<file path="config.mk">
export PLATFORM = sky130hd
export DESIGN_NAME = uart_share_arbiter
export DESIGN_NICKNAME = d
export VERILOG_FILES = /design/src/rtl/uart_share_pkg.sv /design/src/rtl/uart_byte_buf.sv /design/src/rtl/uart_share_arbiter.sv
export SDC_FILE = /design/constraint.sdc
export NUM_CORES = 1
export LEC_CHECK = 0
export ABC_CLOCK_PERIOD_IN_PS = 3600
export BUFFER_PORTS_ARGS = -buffer_cell sky130_fd_sc_hd__buf_2
export CAP_MARGIN = 10
export CORE_ASPECT_RATIO = 1.75
export CORE_MARGIN = 2
export CORE_UTILIZATION = 48
export DETAILED_ROUTE_END_ITERATION = 10
export MAX_ROUTING_LAYER = met4
export PLACE_DENSITY = 0.94
export SYNTH_ARGS = -nofsm -noshare
export SYNTH_HDL_FRONTEND = slang
export SYNTH_SLANG_ARGS = --single-unit
</file>
<file path="constraint.sdc">
create_clock -name i_clk -period 3.6 [get_ports i_clk]
set_clock_uncertainty 0.1 [all_clocks]
set_input_delay 0.18 -clock i_clk [delete_from_list [all_inputs] [get_ports i_clk]]
set_output_delay 0.18 -clock i_clk [all_outputs]
set_load 0.02 [all_outputs]
</file>
<file path="src/rtl/uart_share_pkg.sv">
// Shared types for the UART sharing arbiter: ownership state and the
// status encoding exported on o_mode.
package uart_share_pkg;

   localparam logic [1:0] MODE_IHEX   = 2'd0;
   localparam logic [1:0] MODE_DRAIN  = 2'd1;
   localparam logic [1:0] MODE_SLAVE  = 2'd2;
   localparam logic [1:0] MODE_RETURN = 2'd3;

   typedef enum logic [1:0] {
      S_IHEX   = MODE_IHEX,
      S_DRAIN  = MODE_DRAIN,
      S_SLAVE  = MODE_SLAVE,
      S_RETURN = MODE_RETURN
   } state_t;

endpackage

</file>
<file path="src/rtl/uart_byte_buf.sv">
// One-byte buffer with valid flag and a sticky collision flag. OVERWRITE
// selects whether a write into a full buffer replaces the byte or is dropped.
module uart_byte_buf #(
   parameter bit OVERWRITE = 1'b0
) (
   input  logic       i_clk,
   input  logic       i_reset,
   input  logic       i_wr,
   input  logic [7:0] i_wr_data,
   input  logic       i_consume,
   input  logic       i_flag_clr,
   output logic       o_valid,
   output logic [7:0] o_data,
   output logic       o_flag
);

   logic accept;
   logic collide;

   // A consume in the same cycle frees the slot, so that write is not a collision.
   assign accept  = i_wr && (!o_valid || i_consume || OVERWRITE);
   assign collide = i_wr && o_valid && !i_consume;

   // NOTE: state is updated with non-blocking assignments so every register
   // samples pre-edge values, independent of statement order.
   always_ff @(posedge i_clk) begin
      if (i_reset) begin
         o_valid <= 1'b0;
         // NOTE: the data byte is reset too because it drives a module output
         // directly; a pure storage array would not need it.
         o_data  <= 8'h00;
         o_flag  <= 1'b0;
      end else begin
         if (accept) begin
            o_data  <= i_wr_data;
            o_valid <= 1'b1;
         end else if (i_consume) begin
            o_valid <= 1'b0;
         end

         if (collide)
            o_flag <= 1'b1;
         else if (i_flag_clr)
            o_flag <= 1'b0;
      end
   end

endmodule

</file>
<file path="src/rtl/uart_share_arbiter.sv">
// Shares one UART core between the ihex loader and a slave port; ownership
// moves to the slave only after the ihex side has been quiet for GUARD_CYCLES.
module uart_share_arbiter
   import uart_share_pkg::*;
#(
   parameter int GUARD_CYCLES = 16
) (
   input  logic       i_clk,
   input  logic       i_reset,
   // UART core side
   input  logic       i_rx_stb,
   input  logic [7:0] i_rx_data,
   output logic [7:0] o_tx_data,
   output logic       o_tx_stb,
   input  logic       i_tx_busy,
   // ihex side
   output logic       o_ihex_rx_stb,
   output logic [7:0] o_ihex_rx_data,
   input  logic       i_ihex_tx_stb,
   input  logic [7:0] i_ihex_tx_data,
   output logic       o_ihex_tx_busy,
   input  logic       i_ihex_idle,
   // slave side
   input  logic       i_sl_wr,
   input  logic [7:0] i_sl_wr_data,
   output logic       o_sl_tx_full,
   output logic       o_sl_rx_valid,
   output logic [7:0] o_sl_rx_data,
   input  logic       i_sl_rx_ack,
   output logic       o_sl_overrun,
   output logic       o_sl_drop,
   input  logic       i_sl_release,
   // status
   output logic [1:0] o_mode
);

   localparam int             CW         = (GUARD_CYCLES > 1) ? $clog2(GUARD_CYCLES) : 1;
   localparam logic [CW-1:0]  GUARD_LAST = CW'(GUARD_CYCLES - 1);

   state_t        state;
   logic [CW-1:0] guard_cnt;
   logic          tx_stb_q;
   logic          slave_mode;
   logic          guard_qual;
   logic          sl_fire;
   logic          ihex_fire;
   logic [7:0]    tx_hold;

   assign slave_mode = (state == S_SLAVE) || (state == S_RETURN);
   assign guard_qual = !i_tx_busy && i_ihex_idle && !i_ihex_tx_stb;

   // The UART raises busy one cycle after a strobe, so the previous strobe
   // blocks a new one and is reported to ihex as busy for that gap cycle.
   assign ihex_fire = !slave_mode && i_ihex_tx_stb && !i_tx_busy && !tx_stb_q;
   assign sl_fire   = slave_mode && o_sl_tx_full && !i_tx_busy && !tx_stb_q;

   assign o_tx_stb       = ihex_fire || sl_fire;
   assign o_tx_data      = slave_mode ? tx_hold : i_ihex_tx_data;
   assign o_ihex_tx_busy = slave_mode || i_tx_busy || tx_stb_q;

   assign o_ihex_rx_stb  = !slave_mode && i_rx_stb;
   assign o_ihex_rx_data = i_rx_data;

   assign o_mode = state;

   uart_byte_buf #(.OVERWRITE(1'b0)) u_tx_hold (
      .i_clk      (i_clk),
      .i_reset    (i_reset),
      .i_wr       (i_sl_wr),
      .i_wr_data  (i_sl_wr_data),
      .i_consume  (sl_fire),
      .i_flag_clr (i_sl_release),
      .o_valid    (o_sl_tx_full),
      .o_data     (tx_hold),
      .o_flag     (o_sl_drop)
   );

   uart_byte_buf #(.OVERWRITE(1'b1)) u_rx_buf (
      .i_clk      (i_clk),
      .i_reset    (i_reset),
      .i_wr       (i_rx_stb && slave_mode),
      .i_wr_data  (i_rx_data),
      .i_consume  (i_sl_rx_ack),
      .i_flag_clr (i_sl_release),
      .o_valid    (o_sl_rx_valid),
      .o_data     (o_sl_rx_data),
      .o_flag     (o_sl_overrun)
   );

   always_ff @(posedge i_clk) begin
      if (i_reset) begin
         state     <= S_IHEX;
         guard_cnt <= '0;
         tx_stb_q  <= 1'b0;
      end else begin
         tx_stb_q  <= o_tx_stb;
         guard_cnt <= '0;
         case (state)
            S_IHEX: begin
               if (i_sl_wr)
                  state <= S_DRAIN;
            end
            S_DRAIN: begin
               // Any non-quiet cycle restarts the guard window from zero.
               if (guard_qual) begin
                  if (guard_cnt == GUARD_LAST)
                     state <= S_SLAVE;
                  else
                     guard_cnt <= guard_cnt + CW'(1);
               end
            end
            S_SLAVE: begin
               if (i_sl_release)
                  state <= S_RETURN;
            end
            S_RETURN: begin
               if (!o_sl_tx_full && !i_tx_busy && !tx_stb_q)
                  state <= S_IHEX;
            end
            default: state <= S_IHEX;
         endcase
      end
   end

endmodule

</file>
==> summary.md <==
The run finished with clean final reports. Total via count after detailed routing: 1240. The tools report the remaining antenna violation count after routing as 0.

The run gives 2349 um as the post-detailed-placement half-perimeter wirelength. The tools report the routing usage on met3 as 2.239%. The first global-routing pass estimated 4802 um of wire. The initial antenna violation count was 0. The number of global-route vias before repair is 1196. Highest-utilization routing layer at the global route stage: met2. The filler cells instantiated in the layout total 214.

The logs give 2 for the maximum clock insertion buffer count and 240 for the number of nets in the layout. The run gives 27 as the clock sink total. The vertical extent of the die is 71.98 um, and the number of instances resized during post-cts repair is 0.

The routing usage on met1 came out at 19.71%. In this run, post-CTS hold repair placed 0 buffers. For the clock latency on the worst-skew pair, the log shows 0.28 ns. The worst setup path is of the reg -> out kind.

For the final routed database, the setup TNS stands at 0 ns. Kind of cell adding the most delay to the critical path: flip-flops. Counting every instance in the synthesized netlist gives 147. The H-tree level count is 1. The tool flagged a number of max-cap violations equal to 0. The number of detailed-routing iterations run before antenna repair was 4; the clock-pin slew on the worst setup and hold paths was 0.10 ns. TritonCTS built the clock tree. The net count of the mapped netlist is 185, and the sequential cell area is 540.5 sq um. The multi-input combinational cells in the finished layout cover a total of 614.3 sq um. The detailed-route wire length is 3085 um. In this run the standard cell core region covers 2492 sq um. The post-synthesis sequential element count is 27, and the maximum number of pins on one net before global-route repair is 27.

The routed length per placed instance is 13.59 um, and the number of antenna repair diodes is 0. Cell internal power was estimated by the tool at 0.0005368 W. The area added between synthesis and finish was 24.78%.

Once the floorplan was initialized, standard cells occupied 50.85% of the core. The sequential group share of total power is 42.0%. The worst setup path is captured at an output pin. The post-CTS setup repair buffer count is 0. Of the total power, the share spent switching nets is 37.89%.

Global routing used 38.38% of the available met2 tracks. The cell area that synthesis handed to floorplanning was 1267 sq um. The die width came out at 42.85 um.

The power density over the cells came out at 546.5 nW/um^2. Each instance of the synthesized netlist takes up on average 8.622 sq um. Across every metal layer, demand over resource in global routing totals 20.54%. Setup violations remaining at the end of the flow were counted as 0.

The analysis attributes to net switching a power of 0.0003275 W. Number of rows in the core area: 24. At the end of the flow the core is filled with cells to 63.45%. For the final count of hold timing violations, the log shows 0.

The number of buffers and inverters on the critical path is 1. Ranked by total cell area, the synthesized netlist is headed by dfxtp_1, a21oi_1, mux2_2, nand2_1, ha_1. Number of DRC violations after detailed routing: 0. In this run the clock root is driven by a clkbuf_8. The clock network is responsible for 21.3% of the overall power.

Combinational logic is responsible for 36.7% of the overall power. The part of the Yosys area used for sequential elements was 42.65%; the actual slew at the worst max-slew pin was 0.6814 ns. The count of pins on the block boundary was 66.

The highest clock frequency the design can meet was 430.1 MHz; the critical path required time was 3.32 ns. The worst-path maximum fanout was 12. The kind of launch point of the worst setup path was a flip-flop. For the finished layout, the period the worst path requires is 2.325 ns. The signal on the critical path passes through ha_1 > nor2_1 > mux2_2 > buf_2. Setup repair after global routing left no endpoint under its margin.

Cell with the largest stage delay on the worst path: dfxtp_1. The total overflow left after global routing is 0. The largest total area in the synthesized netlist belongs to dfxtp_1. For the reported leakage power, the log shows 0.7365 nW. The type of the tightest min-delay check is in -> reg. The die covers 3084 sq um. The largest vdd supply drop was 407.7 uV. In the finished design, the share of the clock period the worst path needs comes to 64.59%. The count of synthesis-stage warnings from yosys was 0. Data arrives at the worst endpoint at 2.05 ns. At the end of routability-driven placement, the weighted congestion stood at 0.8160. The area share of the largest cell type after synthesis works out to 42.65%. During placement, the flow inserted port buffers numbering 65. The run gives 29 as the number of distinct library cells after synthesis. Counting the buffers created by CTS gives 3. The logs give 0 for the final number of max-transition violations and 54.27% for the worst relative slew slack.

Number of DRC markers in iteration 0: 19. For this run, the slowest stage of the critical path takes 0.48 ns. Dividing the detail-routed via count by the number of cells gives 5.463.

Of the cells placed in the final design, the portion with a size suffix greater than 1 is 38.81%.
==> logic make-up (layout without fill, tap and decap cells) <==
group / count (synthesis) / count (layout) / synth area share [%]
AO/OA/AOI/OAI: 34 / 34 / 15.30
XOR/XNOR: 2 / 2 / 1.382
adder cells (fa/ha/maj): 5 / 5 / 4.936
buffers and inverters: 20 / 74 / 8.885
flip-flops: 27 / 27 / 42.65
multiplexers: 11 / 11 / 9.477
AND/OR/NAND/NOR: 48 / 48 / 17.37
==> power groups by stage <==
stage	Sequential, W	Clock (W)	Combinational [W]
floorplan	0.000379	0	0.000212
CTS	0.000362	0.000187	0.000319
global route	0.000367	0.000195	0.000344
finish	0.000363	0.000184	0.000317
global placement	0.000366	0	0.000311
detailed placement	0.000369	0	0.000317
==> layer usage <==
metal  vias up  share of wire, %
met5         -                 0
met4         0               2.6
met3         7               5.1
met2        50                56
met1       581                36
li1        602                 -
==> synthesized netlist by cell type, drive strengths merged <==
cell type and count:
a21oi 19, a222oi 1, a22oi 1, and2 1
buf 9, clkbuf 6, dfxtp 27, ha 5
inv 5, mux2 8, mux2i 3, nand2 18
nand2b 4, nand3 11, nor2 9, nor2b 1
nor3 1, nor4 1, o21ai 9, o21bai 1
o31a 1, o31ai 2, or3 1, or3b 1
xnor2 1, xor2 1
==> area by class of cell <==
cell class                      count  area share (%)
Multi-Input combinational cell    100           38.84
Sequential cell                    27           34.18
Timing Repair Buffer               65           20.57
Clock buffer                        3           2.611
Tap cell                           26           2.057
Inverter                            5           1.187
Clock inverter                      1          0.5538
==> state kept, by name, indices dropped and copies added (netlist names) <==
register,flops
u_tx_hold.o_data,8
u_rx_buf.o_valid,1
u_tx_hold.o_valid,1
guard_cnt,4
u_tx_hold.o_flag,1
o_mode,2
tx_stb_q,1
u_rx_buf.o_flag,1
u_rx_buf.o_data,8
==> stage by stage <==
step / cells / cell area (sq um) / total power [W] / worst slack [ns] / hold WS, ns
floorplan: 147 / 1267 / 0.0005916 / 1.549 / 0.2160
global placement: 223 / 1531 / 0.0006771 / 1.586 / 0.3312
detailed placement: 223 / 1531 / 0.0006853 / 1.484 / 0.3402
CTS: 227 / 1582 / 0.0008678 / 1.298 / 0.03416
global route: 227 / 1582 / 0.0009054 / 1.176 / 0.04009
finish: 227 / 1582 / 0.0008643 / 1.275 / 0.03557
==> worst reg2reg max path, delay by kind of cell (launching register included) <==
| family | cells | cell delay (ns) |
|---|---|---|
| and+or+nand+nor | 2 | 0.30 |
| DFF | 1 | 0.65 |
| adders and majority gates | 1 | 0.32 |
| AOI/OAI and AO/OA | 2 | 0.76 |
==> cells in the final DEF (no fill, tap or decap), types with 3 or more instances in the layout <==
master     n
mux2i_1    3
clkbuf_8   3
nor2_1     9
ha_1       5
a21oi_1   19
dfxtp_1   27
buf_2     65
mux2_2     8
o21ai_0    8
nand3_1   11
inv_1      5
nand2_1   18
nand2b_1   4
==> path summary, 6_finish.rpt <==
kind | from | to | slack [ns] | cells past startpoint
worst max-delay path | o_mode[1] | o_tx_data[7] | 1.27 | 4
worst min-delay path | i_rx_data[6] | u_rx_buf.o_data[6] | 0.04 | 3
worst max register to register | o_mode[1] | u_tx_hold.o_data[1] | 1.40 | 5
worst min register to register | u_rx_buf.o_data[6] | u_rx_buf.o_data[6] | 0.36 | 2
No activity file was read; power rests on OpenSTA's default activity.
